**src/rtl/mem_access_unit_if.sv**
```systemverilog
`timescale 1ns/1ps
// -----------------------------------------------------------------------------
// mem_access_unit_if
// Bundles the signals between the MEM stage, the memory access unit and the
// byte-addressed data memory.
//   Request  : req_valid, req_ready, req_op[2:0], req_addr[15:0], req_wdata[15:0]
//   Response : resp_valid, resp_rdata[15:0], resp_err
//   Memory   : mem_wr_en, mem_rd_en, mem_nbytes[1:0], mem_addr[15:0],
//              mem_wdata[15:0], mem_rdata[15:0]
// The slave modport is the unit itself; the master modport is its environment
// (pipeline requester plus data memory).
// -----------------------------------------------------------------------------
interface mem_access_unit_if;
  logic        req_valid;
  logic        req_ready;
  logic [2:0]  req_op;
  logic [15:0] req_addr;
  logic [15:0] req_wdata;
  logic        resp_valid;
  logic [15:0] resp_rdata;
  logic        resp_err;
  logic        mem_wr_en;
  logic        mem_rd_en;
  logic [1:0]  mem_nbytes;
  logic [15:0] mem_addr;
  logic [15:0] mem_wdata;
  logic [15:0] mem_rdata;

  modport slave (
    input  req_valid, req_op, req_addr, req_wdata, mem_rdata,
    output req_ready, resp_valid, resp_rdata, resp_err,
           mem_wr_en, mem_rd_en, mem_nbytes, mem_addr, mem_wdata
  );

  modport master (
    output req_valid, req_op, req_addr, req_wdata, mem_rdata,
    input  req_ready, resp_valid, resp_rdata, resp_err,
           mem_wr_en, mem_rd_en, mem_nbytes, mem_addr, mem_wdata
  );
endinterface

```
**src/rtl/mem_access_unit.sv**
```systemverilog
`timescale 1ns/1ps
// -----------------------------------------------------------------------------
// mem_access_unit
// MEM-stage load/store unit for a 16-bit byte-addressed data memory.
// Supports LW, LBU, LBS, SW and SB (SB is done as read-modify-write of the
// containing 16-bit word). Illegal opcodes and word accesses at 0xFFFF are
// answered with an error response and never touch memory.
// Ports:
//   clk   - system clock, rising edge
//   rst_n - asynchronous reset, active low
//   bus   - mem_access_unit_if.slave (request, response and memory signals)
// -----------------------------------------------------------------------------
module mem_access_unit (
  input  logic                clk,
  input  logic                rst_n,
  mem_access_unit_if.slave    bus
);

  localparam logic [2:0] OP_LW  = 3'b000;
  localparam logic [2:0] OP_LBU = 3'b001;
  localparam logic [2:0] OP_LBS = 3'b010;
  localparam logic [2:0] OP_SW  = 3'b011;
  localparam logic [2:0] OP_SB  = 3'b100;

  typedef enum logic [2:0] {
    IDLE = 3'd0,
    RD   = 3'd1,
    CAP  = 3'd2,
    WR   = 3'd3,
    RESP = 3'd4
  } state_e;

  state_e      state_q, state_d;
  logic [2:0]  op_q;
  logic [7:0]  wbyte_q;
  logic [15:0] mem_addr_q;
  logic [15:0] mem_wdata_q;
  logic [1:0]  mem_nbytes_q;
  logic [15:0] resp_rdata_q;
  logic        resp_err_q;

  logic        accept;
  logic        illegal;
  logic [1:0]  nbytes_sel;

  // Request qualification: a request is taken only in IDLE. Word accesses at
  // 0xFFFF would need byte 0x10000, which does not exist, so they are errors.
  always_comb begin
    accept  = bus.req_valid && (state_q == IDLE);
    illegal = (bus.req_op > OP_SB) ||
              (((bus.req_op == OP_LW) || (bus.req_op == OP_SW) ||
                (bus.req_op == OP_SB)) && (bus.req_addr == 16'hFFFF));
  end

  // Width/extension code sent to memory. SB reads and writes a whole word.
  always_comb begin
    nbytes_sel = 2'b00;
    case (bus.req_op)
      OP_LBU:  nbytes_sel = 2'b01;
      OP_LBS:  nbytes_sel = 2'b10;
      default: nbytes_sel = 2'b00;
    endcase
  end

  // State register.
  always_ff @(posedge clk or negedge rst_n) begin
    if (!rst_n) begin
      state_q <= IDLE;
    end else begin
      state_q <= state_d;
    end
  end

  // Next-state logic. Loads and SB go through RD/CAP; SB then continues to WR
  // to write the merged word back.
  always_comb begin
    state_d = state_q;
    case (state_q)
      IDLE: begin
        if (accept) begin
          if (illegal) begin
            state_d = RESP;
          end else if (bus.req_op == OP_SW) begin
            state_d = WR;
          end else begin
            state_d = RD;
          end
        end
      end
      RD:      state_d = CAP;
      CAP:     state_d = (op_q == OP_SB) ? WR : RESP;
      WR:      state_d = RESP;
      RESP:    state_d = IDLE;
      default: state_d = IDLE;
    endcase
  end

  // Output decode: strobes and handshakes are pure functions of the state,
  // so each strobe lasts exactly the one cycle spent in RD or WR.
  always_comb begin
    bus.req_ready  = (state_q == IDLE);
    bus.resp_valid = (state_q == RESP);
    bus.mem_rd_en  = (state_q == RD);
    bus.mem_wr_en  = (state_q == WR);
  end

  // Datapath registers. Memory address/data/width are loaded only when a new
  // access starts (or, for SB, when the merged word is formed), so they hold
  // their last values while no strobe is active. Response data/err are loaded
  // on the edge entering RESP and then held until the next response.
  always_ff @(posedge clk or negedge rst_n) begin
    if (!rst_n) begin
      op_q         <= OP_LW;
      wbyte_q      <= 8'h00;
      mem_addr_q   <= 16'h0000;
      mem_wdata_q  <= 16'h0000;
      mem_nbytes_q <= 2'b00;
      resp_rdata_q <= 16'h0000;
      resp_err_q   <= 1'b0;
    end else begin
      if (accept && !illegal) begin
        op_q         <= bus.req_op;
        wbyte_q      <= bus.req_wdata[7:0];
        mem_addr_q   <= bus.req_addr;
        mem_nbytes_q <= nbytes_sel;
        if (bus.req_op == OP_SW) begin
          mem_wdata_q <= bus.req_wdata;
        end
      end
      if (accept && illegal) begin
        resp_rdata_q <= 16'h0000;
        resp_err_q   <= 1'b1;
      end
      if (state_q == CAP) begin
        if (op_q == OP_SB) begin
          // Keep the upper byte read from memory, replace the addressed byte.
          mem_wdata_q <= {bus.mem_rdata[15:8], wbyte_q};
        end else begin
          resp_rdata_q <= bus.mem_rdata;
          resp_err_q   <= 1'b0;
        end
      end
      if (state_q == WR) begin
        resp_rdata_q <= 16'h0000;
        resp_err_q   <= 1'b0;
      end
    end
  end

  assign bus.mem_addr   = mem_addr_q;
  assign bus.mem_wdata  = mem_wdata_q;
  assign bus.mem_nbytes = mem_nbytes_q;
  assign bus.resp_rdata = resp_rdata_q;
  assign bus.resp_err   = resp_err_q;

endmodule

```
**src/flat_wrapper.sv**
```systemverilog
// flat-port wrapper written by rule: the top's interface ports become plain ports
module mem_access_unit_flat 
  (clk, rst_n, bus_req_valid, bus_req_op, bus_req_addr, bus_req_wdata, bus_mem_rdata, bus_req_ready, bus_resp_valid, bus_resp_rdata, bus_resp_err, bus_mem_wr_en, bus_mem_rd_en, bus_mem_nbytes, bus_mem_addr, bus_mem_wdata);
  mem_access_unit_if bus_i ();
  input  logic clk;
  input  logic rst_n;
  input wire logic [$bits(bus_i.req_valid)-1:0] bus_req_valid;
  input wire logic [$bits(bus_i.req_op)-1:0] bus_req_op;
  input wire logic [$bits(bus_i.req_addr)-1:0] bus_req_addr;
  input wire logic [$bits(bus_i.req_wdata)-1:0] bus_req_wdata;
  input wire logic [$bits(bus_i.mem_rdata)-1:0] bus_mem_rdata;
  output wire logic [$bits(bus_i.req_ready)-1:0] bus_req_ready;
  output wire logic [$bits(bus_i.resp_valid)-1:0] bus_resp_valid;
  output wire logic [$bits(bus_i.resp_rdata)-1:0] bus_resp_rdata;
  output wire logic [$bits(bus_i.resp_err)-1:0] bus_resp_err;
  output wire logic [$bits(bus_i.mem_wr_en)-1:0] bus_mem_wr_en;
  output wire logic [$bits(bus_i.mem_rd_en)-1:0] bus_mem_rd_en;
  output wire logic [$bits(bus_i.mem_nbytes)-1:0] bus_mem_nbytes;
  output wire logic [$bits(bus_i.mem_addr)-1:0] bus_mem_addr;
  output wire logic [$bits(bus_i.mem_wdata)-1:0] bus_mem_wdata;
  assign bus_i.req_valid = bus_req_valid;
  assign bus_i.req_op = bus_req_op;
  assign bus_i.req_addr = bus_req_addr;
  assign bus_i.req_wdata = bus_req_wdata;
  assign bus_i.mem_rdata = bus_mem_rdata;
  assign bus_req_ready = bus_i.req_ready;
  assign bus_resp_valid = bus_i.resp_valid;
  assign bus_resp_rdata = bus_i.resp_rdata;
  assign bus_resp_err = bus_i.resp_err;
  assign bus_mem_wr_en = bus_i.mem_wr_en;
  assign bus_mem_rd_en = bus_i.mem_rd_en;
  assign bus_mem_nbytes = bus_i.mem_nbytes;
  assign bus_mem_addr = bus_i.mem_addr;
  assign bus_mem_wdata = bus_i.mem_wdata;
  mem_access_unit u_core (.clk(clk), .rst_n(rst_n), .bus(bus_i));
endmodule
```
**config.mk**
```make
export PLATFORM = sky130hd
export DESIGN_NAME = mem_access_unit_flat
export DESIGN_NICKNAME = d
export VERILOG_FILES = /design/src/rtl/mem_access_unit_if.sv /design/src/rtl/mem_access_unit.sv /design/src/flat_wrapper.sv
export SDC_FILE = /design/constraint.sdc
export NUM_CORES = 1
export LEC_CHECK = 0
export ABC_AREA = 1
export BUFFER_PORTS_ARGS = -buffer_cell sky130_fd_sc_hd__buf_2
export CORE_MARGIN = 2
export CORE_UTILIZATION = 52
export CTS_BUF_LIST = sky130_fd_sc_hd__clkbuf_8
export CTS_CLUSTER_DIAMETER = 30
export DETAILED_ROUTE_END_ITERATION = 10
export PLACE_DENSITY_LB_ADDON = 0.1
export SLEW_MARGIN = 20
export SYNTH_ARGS = -nofsm -noshare
export SYNTH_HDL_FRONTEND = slang
export SYNTH_SLANG_ARGS = --single-unit
```
**constraint.sdc**
```tcl
create_clock -name clk -period 1.7 [get_ports clk]
set_input_delay 0.255 -clock clk [delete_from_list [all_inputs] [get_ports clk]]
set_output_delay 0.255 -clock clk [all_outputs]
set_load 0.02 [all_outputs]
```
==> impl_metrics.toml, run 1 <==
[run_status]
status = "finished clean"

[finish]
fin_nets = 578
utilization_pct = 68.5
num_antenna_cells = 0
syn_to_final_growth_pct = 27.1
drive_gt1_share_pct = 30.5
final_cells = 603

[routing]
firstDrtPassIters = 4
routedWlPerCell_um = 13.1
routed_wl_um = 7920
vias = 3061
drc = 0
via_per_inst = 5.08
ant_nets = 0
drt-initial-drc-count = 236

[worst_setup_path]
rr_worst_depth = 9
endpoint_kind = "output port"
worstPathArrival_ns = 1.35
path_class = "reg2out"
timing.rr.end = "u_core.bus.mem_addr[12]$_DFFE_PN0N_"
regToRegStartpoint = "u_core.state_q[0]$_DFFE_PN0P_"
crit_path_start_kind = "flip-flop"
worst-path-max-fanout = 4
rrSetupSlack_ns = 0.12
crit_required_ns = 1.44

[global_routing]
antenna_found_initial = 0
grt_max_degree = 34
overflow = 0
grt_pass1_wl_um = 12300
grt_pass1_vias = 2616
grt_usage_pct = 24.3

[yosys]
yosysWarnings = 0
synth.distinct_cells = 25
postSynthAreaPerCell_um2 = 7.82
synthArstFlopShare_pct = 100
synthesis.nets = 462
ys.flop_type = "dfrtp_1"
yosysTopAreaCell = "dfrtp_1"
yosys_register_bits = 65
synth-edff-count = 0
ys_top_cells_by_count = "175 x nand2_1, 65 x dfrtp_1, 34 x o21ai_0, 27 x inv_1"
yosysTopAreaCellShare_pct = 51.0
synth.most_common_cell = "nand2_1"
netlist_top_cells_area = "dfrtp_1 51%, nand2_1 21%, o21ai_0 5.3%, nand4_1 3.9%, inv_1 3.2%"
netlist_area_um2 = 3190
ys_seq_area_share_pct = 51.0
syn_inst = 408

[timing]
fin_skew_ns = 0.00636
finalHoldViolCount = 0
worst_pin_slew_ns = 0.554
period_share_pct = 94.7
setup_viol = 0
fin_crit_ns = 1.61
slew_headroom_pct = 63.1
slew_viol_final = 0
fmax_mhz = 621
fin_ws_ns = 0.0900

[power]
powerDensity_nw_per_um2 = 1740
ir_worst_vdd_v = 0.00101
power.leakage_nw = 2.34

[floorplan]
core_area_um2 = 5920
die_height_um = 82.3
num_io_pins = 109
initial_core_util_pct = 53.9
dieArea_um2 = 6780
num_rows = 28
die_w_um = 82.3

[clock_tree]
ctsHtreeMaxLevel = 3
cts.sinks = 65
cts_tree = "done"
clk_pin_slew_ns = 0.07
worstSkewPairLatency_ns = 0.34
clockRootBuffer = "clkbuf_8"
clk_path_buf_depth = 2
cts_made_buffers = 9

[place]
pre_cts_slack_ns = 0.0929
post-place-cells = 584
place.detailed.hpwl_um = 5510
numPortBuffers = 108
place_congestion = 0.754

[min_path]
hold_path_end = "u_core.bus.mem_addr[3]$_DFFE_PN0N_"
hp-start = "bus_req_addr[3]"
worstHoldPathCells = 3
hold_path_class = "in2reg"

[job]
drv_cap = 0
placed cells by master (no fill, tap or decap), types with 2 or more instances in the layout:
cell type,instances
nor3_1,2
nand2_4,2
o21ai_1,2
buf_12,3
o21ai_0,33
dfrtp_1,65
or2_2,7
clkinv_2,2
buf_2,108
inv_1,29
clkinvlp_4,2
a21oi_1,20
nand4_1,20
nor2_1,10
nand2_2,5
clkbuf_8,10
buf_4,14
nor3_2,2
nand2_1,174
nand3_1,11
worst max-delay path by stage:
stage                                   from                             endpoint  slack [ns]  cells past startpoint
2_1_floorplan  u_core.state_q[0]$_DFFE_PN0P_  u_core.bus.resp_rdata[10]$_DFF_PN0_        0.07                      6
3_3_place_gp   u_core.state_q[1]$_DFFE_PN0P_        u_core.state_q[1]$_DFFE_PN0P_        0.16                      7
3_5_place_dp   u_core.state_q[0]$_DFFE_PN0P_   u_core.bus.mem_wdata[10]$_DFF_PN0_        0.09                      6
4_1_cts        u_core.state_q[0]$_DFFE_PN0P_                        bus_req_ready        0.08                      4
5_1_grt        u_core.state_q[0]$_DFFE_PN0P_   u_core.bus.mem_addr[6]$_DFFE_PN0N_      -0.002                      9
6_report       u_core.state_q[0]$_DFFE_PN0P_                        bus_req_ready        0.09                      4
metal layers:
metal | track usage (%) | share of wire (%) | up-vias
li1 | - | - | 1534
met1 | 34.4 | 44 | 1386
met2 | 35.2 | 46 | 127
met3 | 5.33 | 8.2 | 14
met4 | 11.8 | 1.8 | 0
met5 | 0 | 0 | -
area by class of cell:
| type | count | area (um^2) |
|---|---|---|
| Clock buffer | 10 | 138 |
| Clock inverter | 5 | 25.0 |
| Fill cell | 508 | 1870 |
| Inverter | 28 | 109 |
| Multi-Input combinational cell | 294 | 1350 |
| Sequential cell | 65 | 1630 |
| Tap cell | 75 | 93.8 |
| Timing Repair Buffer | 126 | 716 |
registers in the layout, summed over array words and instances (netlist names):
signal	cells
u_core.bus.resp_err	1
u_core.bus.mem_addr	16
u_core.bus.resp_rdata	16
u_core.bus.mem_nbytes	2
u_core.op_q	3
u_core.state_q	3
u_core.bus.mem_wdata	16
u_core.wbyte_q	8
where the power goes:
group / leakage [nW] / internal (mW) / total (mW) / switching (mW)
clock: 0.0905 / 0.545 / 1.11 / 0.567
sequential: 0.823 / 2.25 / 2.67 / 0.415
combinational: 1.42 / 1.17 / 3.27 / 2.10
total: 2.34 / 3.97 / 7.05 / 3.08
critical path, cell delays in order (launching register included):
cell	delay [ns]
dfrtp_1	0.42
nor2_1	0.15
nand2_2	0.12
inv_1	0.14
buf_2	0.20
cells by family after synthesis:
kind of cell           share of synthesized area (%)
AO/OA/AOI/OAI                                   9.30
buffers and inverters                           7.30
flip-flops                                      51.0
AND/OR/NAND/NOR                                 32.4
repair_timing:
action / in CTS / in global routing
setup endpoints to repair: 0 / 30
hold endpoints to repair: 19 / 0
hold buffers: 1 / 0
gates resized for setup: 0 / 4
buffers inserted: 0 / 3
stage by stage:
step	hold slack (ns)	setup TNS [ns]	total power [mW]	cell area (um^2)
floorplan	-0.0406	0	4.82	3190
global placement	0.258	0	5.80	3840
detailed placement	0.271	0	5.89	3840
CTS	0.109	0	7.02	4020
global route	0.122	-0.00170	7.60	4050
finish	0.121	0	7.05	4050
No activity file was read; power rests on OpenSTA's default activity.
==> run 2, diff against run 1 <==
--- a/config.mk
+++ b/config.mk
@@ -5,10 +5,9 @@
 export SDC_FILE = /design/constraint.sdc
 export NUM_CORES = 1
 export LEC_CHECK = 0
-export ABC_AREA = 1
 export BUFFER_PORTS_ARGS = -buffer_cell sky130_fd_sc_hd__buf_2
 export CORE_MARGIN = 2
-export CORE_UTILIZATION = 52
+export CORE_UTILIZATION = 50
 export CTS_BUF_LIST = sky130_fd_sc_hd__clkbuf_8
 export CTS_CLUSTER_DIAMETER = 30
 export DETAILED_ROUTE_END_ITERATION = 10
==> impl_metrics.toml, run 2 <==
[run_status]
status = "finished, violations left"
violations = "negative setup slack"

[worst_setup_path]
crit_chain = "or4b_4 -> or2_4 -> nor2_4 -> buf_12 -> o211ai_1"
critPathSlowestCell = "or4b_4"
timing.rr.end = "u_core.bus.mem_wdata[5]$_DFF_PN0_"
path_class = "reg2reg"
endpoint_kind = "flip-flop"
cp_num_buf_inv = 1
cp_top_family = "simple AND/OR/NAND/NOR gates"
slowest_delay_ns = 0.59
setup.worst_path.end = "u_core.bus.mem_wdata[5]$_DFF_PN0_"
rrSetupSlack_ns = -0.05
path_depth = 5
regToRegStartpoint = "u_core.state_q[1]$_DFFE_PN0P_"
timing.critical_path.from = "u_core.state_q[1]$_DFFE_PN0P_"
worstPathArrival_ns = 1.96
crit_required_ns = 1.92
crit_path_start_kind = "flip-flop"
rr_worst_depth = 5
worst-path-max-fanout = 13

[place]
numPortBuffers = 108
place_congestion = 0.784
post_dp_cell_area_um2 = 3640
place.detailed.hpwl_um = 4850
post-place-cells = 424
pre_cts_slack_ns = -0.0575

[clock_tree]
cts.sinks = 65
clk_pin_slew_ns = 0.08
ctsHtreeMaxLevel = 3
cts_made_buffers = 9
cts_tree = "done"
clk_path_buf_depth = 2
clockRootBuffer = "clkbuf_8"
worstSkewPairLatency_ns = 0.34

[finish]
multiInputGateArea_um2 = 1220
post-route-cell-area_um2 = 4020
syn_to_final_growth_pct = 44.1
final_cells = 443
n_fill_cell = 391
num_antenna_cells = 0
drive_gt1_share_pct = 50.4
utilization_pct = 73.9
final_cell_mix = "105 x buf_2, 65 x dfrtp_1, 34 x nand2_1"
layout_commonest_cell = "buf_2"
seq_area_um2 = 1630
fin_nets = 420

[yosys]
netlist_top_cells_area = "dfrtp_1 58%, mux2_2 7.7%, a22o_1 5.0%, nand2_1 4.6%, o211ai_1 4.3%"
yosys_register_bits = 65
synth.most_common_cell = "dfrtp_1"
syn_inst = 235
synth.distinct_cells = 32
synthArstFlopShare_pct = 100
yosysWarnings = 0
ys.flop_type = "dfrtp_1"
ys_seq_area_share_pct = 58.3
netlist_area_um2 = 2790
synth-edff-count = 0
yosysTopAreaCellShare_pct = 58.3
synthesis.nets = 289
ys_top_cells_by_count = "65 x dfrtp_1, 34 x nand2_1, 19 x mux2_2"
yosysTopAreaCell = "dfrtp_1"
postSynthAreaPerCell_um2 = 11.9

[timing]
hold_ws_ns = 0.139
period_share_pct = 103
fin_crit_ns = 1.75
slew_headroom_pct = 65.3
fmax_mhz = 573
finalHoldViolCount = 0
fin_skew_ns = 0.0131
rsz0062_at_grt = "yes"
slew_viol_final = 0
worst_pin_slew_ns = 0.520
setup_viol = 17
setup_tns_ns = -0.435
fin_ws_ns = -0.0452

[global_routing]
grtUsageMet2_pct = 35.7
grt_max_degree = 26
grt_pass1_vias = 2309
overflow = 0
met1_usage_pct = 31.4
grt_usage_pct = 23.2
grtUsageMet3_pct = 6.70
antenna_found_initial = 0
busiest_layer = "met2"
grt_pass1_wl_um = 11100

[floorplan]
initial_core_util_pct = 51.3
core_area_um2 = 5440
dieArea_um2 = 6200
die_height_um = 78.7
die_w_um = 78.7
num_rows = 27
num_io_pins = 109

[power]
power.leakage_nw = 2.01
powerDensity_nw_per_um2 = 1930
ir_worst_vdd_v = 0.00107
finalPower_mw = 7.76

[job]
drv_cap = 0

[routing]
via_per_inst = 5.41
routed_wl_um = 7010
routedWlPerCell_um = 15.8
drt-initial-drc-count = 121
firstDrtPassIters = 4
ant_nets = 0
vias = 2396
drc = 0

[min_path]
hp-start = "bus_mem_rdata[11]"
hold_path_class = "in2reg"
-- run 2: changes by cell type after synthesis, moves of 10 or more --
cell / change
nand2_1: -141
o21ai_0: -32
inv_1: -24
mux2_2: +19
a21oi_1: -17
a22o_1: +16
o211ai_1: +16
nand4_1: -13
mux2_1: +10
-- run 2: logic make-up (layout without fill, tap and decap cells) --
logic type | Yosys count | count (layout) | share of synthesized area (%)
AOI/OAI and AO/OA | 42 | 42 | 12.0
muxes | 29 | 29 | 11.7
DFF | 65 | 65 | 58.3
and+or+nand+nor | 81 | 81 | 14.8
buffers and inverters | 18 | 154 | 3.23
-- run 2: report_power, final --
part	internal [mW]	switching, mW	total [mW]
combinational	1.66	1.87	3.53
clock	0.904	0.595	1.50
sequential	2.31	0.416	2.73
-- run 2: how the worst min path moves through the flow --
stage | cells after the start | end | slack (ns)
finish | 3 | u_core.bus.mem_wdata[11]$_DFF_PN0_ | 0.14
global route | 3 | u_core.bus.mem_wdata[10]$_DFF_PN0_ | 0.12
CTS | 3 | u_core.bus.mem_wdata[11]$_DFF_PN0_ | 0.12
detailed placement | 1 | u_core.op_q[2]$_DFFE_PN0N_ | 0.25
global placement | 1 | u_core.op_q[2]$_DFFE_PN0N_ | 0.25
floorplan | 0 | u_core.bus.mem_addr[0]$_DFFE_PN0N_ | -0.04
-- run 2: layout make-up --
cell class	count	area share (%)
clock buffers	11	3.76
multi-input cells	152	30.3
repair buffers	135	21.0
inverters	3	0.280
flip-flops and latches	65	40.4
well taps	72	2.24
clock inverters	5	1.93
-- run 2: routing by layer --
| metal | part of all wire [%] | wire, um | up-vias |
|---|---|---|---|
| li1 | - | - | 1119 |
| met1 | 45 | 3180 | 1182 |
| met2 | 47 | 3280 | 84 |
| met3 | 6.2 | 432 | 11 |
| met4 | 1.7 | 116 | 0 |
| met5 | 0 | 0 | - |
-- run 2: worst min-delay path: stages --
cell,delay [ns]
buf_2,0.09
nand2_1,0.05
nand3_1,0.05
-- run 2: timing repair --
item                       in CTS  in global routing
gates resized for setup         2                 31
hold buffers                    1                  0
setup buffers                   2                  0
pin swaps                       1                  3
hold endpoints to repair       18                  0
setup endpoints to repair      31                 46
==> run 3, diff against run 2 <==
--- a/config.mk
+++ b/config.mk
@@ -6,6 +6,7 @@
 export NUM_CORES = 1
 export LEC_CHECK = 0
 export BUFFER_PORTS_ARGS = -buffer_cell sky130_fd_sc_hd__buf_2
+export CORE_ASPECT_RATIO = 0.75
 export CORE_MARGIN = 2
 export CORE_UTILIZATION = 50
 export CTS_BUF_LIST = sky130_fd_sc_hd__clkbuf_8
==> impl_metrics.toml, run 3 (same netlist as run 2, synthesis figures left out) <==
[timing]
fin_crit_ns = 1.74
fmax_mhz = 573
rsz0062_at_grt = "yes"
period_share_pct = 103
fin_skew_ns = 0.00718
setup_viol = 26
finalHoldViolCount = 0
slew_viol_final = 0
slew_headroom_pct = 70.8
fin_ws_ns = -0.0444
worst_pin_slew_ns = 0.434
setup_tns_ns = -0.501

[routing]
drt-initial-drc-count = 102
drc = 0
ant_nets = 0
firstDrtPassIters = 4
via_per_inst = 5.26
vias = 2340
routed_wl_um = 6790
routedWlPerCell_um = 15.3

[power]
clkPwrFrac_pct = 21.1
power_switching_share_pct = 37.5
powerDensity_nw_per_um2 = 1930
p_sw_mw = 2.83
power.leakage_nw = 1.91
ir_worst_vdd_v = 0.00110
seqPwrFrac_pct = 36.0
pwr-share-comb_pct = 43.0
intPower_mw = 4.71

[floorplan]
dieArea_um2 = 6200
num_io_pins = 109
num_rows = 23
die_w_um = 90.3
core_area_um2 = 5350
die_height_um = 68.7
initial_core_util_pct = 52.2

[finish]
num_antenna_cells = 0
syn_to_final_growth_pct = 39.8
drive_gt1_share_pct = 48.9
fin_nets = 419
layout_commonest_cell = "buf_2"
utilization_pct = 72.9
final_cell_mix = "106 x buf_2, 65 x dfrtp_1, 34 x nand2_1"

[worst_setup_path]
crit_required_ns = 1.92
timing.critical_path.from = "u_core.state_q[0]$_DFFE_PN0P_"
slowest_delay_ns = 0.59
regToRegStartpoint = "u_core.state_q[0]$_DFFE_PN0P_"
worst-path-max-fanout = 13
critPathSlowestCell = "or4b_4"
endpoint_kind = "flip-flop"
path_class = "reg2reg"
crit_chain = "or4b_4 -> or2_4 -> nor2_4 -> buf_12 -> o211ai_1"
worstPathArrival_ns = 1.96
crit_path_start_kind = "flip-flop"

[global_routing]
grt_max_degree = 66
grt_usage_pct = 22.5
antenna_found_initial = 0
overflow = 0
grt_pass1_vias = 2266
grt_pass1_wl_um = 10700

[clock_tree]
cts_tree = "done"
worstSkewPairLatency_ns = 0.34
ctsHtreeMaxLevel = 3
clk_path_buf_depth = 2
clk_pin_slew_ns = 0.07
cts.sinks = 65
cts_made_buffers = 9
clockRootBuffer = "clkbuf_8"

[place]
numPortBuffers = 108
place.detailed.hpwl_um = 4790
place_congestion = 0.728

[run_status]
status = "finished, violations left"
violations = "negative setup slack"

[job]
drv_cap = 0

[min_path]
hp-start = "bus_mem_rdata[11]"
hold_path_class = "in2reg"
[run 3: cell types whose count changed in the layout (fill, tap and decap cells not counted), sizes merged]
| cell | change |
|---|---|
| bufinv | +1 |
| buf | -1 |
| clkinv | +1 |
| clkbuf | -2 |
| clkinvlp | +2 |
| inv | -2 |
[run 3: cell type report]
type | instances | area [um^2]
flip-flops and latches | 65 | 1630
clock buffers | 9 | 124
inverters | 3 | 11.3
fillers | 422 | 1450
multi-input cells | 152 | 1120
repair buffers | 134 | 806
clock inverters | 7 | 119
well taps | 75 | 93.8
[run 3: per-stage QoR]
stage	instances	hold slack (ns)	worst slack, ns	instance area, um^2	power [mW]
after floorplan	235	-0.0406	-0.0770	2840	4.74
after global placement	426	0.296	-0.00376	3610	5.83
after detailed placement	426	0.296	-0.0589	3610	5.93
after CTS	443	0.113	-0.0486	3870	7.54
after global routing	445	0.114	-0.0999	3900	7.98
final	445	0.130	-0.0444	3900	7.54
[run 3: worst max-delay path: cells and delay by family, from the launching register on]
family | cells | cell delay [ns]
simple gates | 3 | 0.98
flops | 1 | 0.40
buf+inv | 1 | 0.14
compound gates | 1 | 0.10
[run 3: per-layer routing]
| layer | global-route usage (%) | wire length, um | part of all wire [%] | up-vias |
|---|---|---|---|---|
| met5 | 0 | 0 | 0 | - |
| met3 | 7.07 | 463 | 6.8 | 6 |
| met2 | 36.1 | 3220 | 47 | 73 |
| met4 | 8.65 | 63 | 0.93 | 0 |
| met1 | 29.3 | 3050 | 45 | 1138 |
| li1 | - | - | - | 1123 |
[run 3: path summary, 6_finish.rpt]
check                                                            end  slack (ns)  cells after the start
worst max-delay path              u_core.bus.mem_wdata[14]$_DFF_PN0_       -0.04                      5
worst min-delay path              u_core.bus.mem_wdata[11]$_DFF_PN0_        0.13                      3
worst max register to register    u_core.bus.mem_wdata[14]$_DFF_PN0_       -0.04                      5
worst min register to register  u_core.bus.mem_nbytes[1]$_DFFE_PN0N_        0.49                      1
max in group asynchronous          u_core.bus.mem_wdata[9]$_DFF_PN0_        0.95                      3
min in group asynchronous         u_core.bus.mem_addr[4]$_DFFE_PN0N_        0.48                      3
[run 3: what timing repair did]
action | 4_1_cts | 5_1_grt
gates resized for setup | 0 | 5
endpoints found under the hold margin | 65 | 0
buffers inserted | 0 | 2
hold buffers | 1 | 0
setup endpoints to repair | 38 | 47
cloned | 0 | 0
pin swaps | 8 | 1
[run 3: power by group through the flow]
stage	logic (mW)	registers, mW	clock network, mW
2_1_floorplan	1.30	3.44	0
3_3_place_gp	3.12	2.71	0
3_5_place_dp	3.20	2.73	0
4_1_cts	3.21	2.72	1.62
5_1_grt	3.48	2.81	1.68
6_report	3.24	2.71	1.59
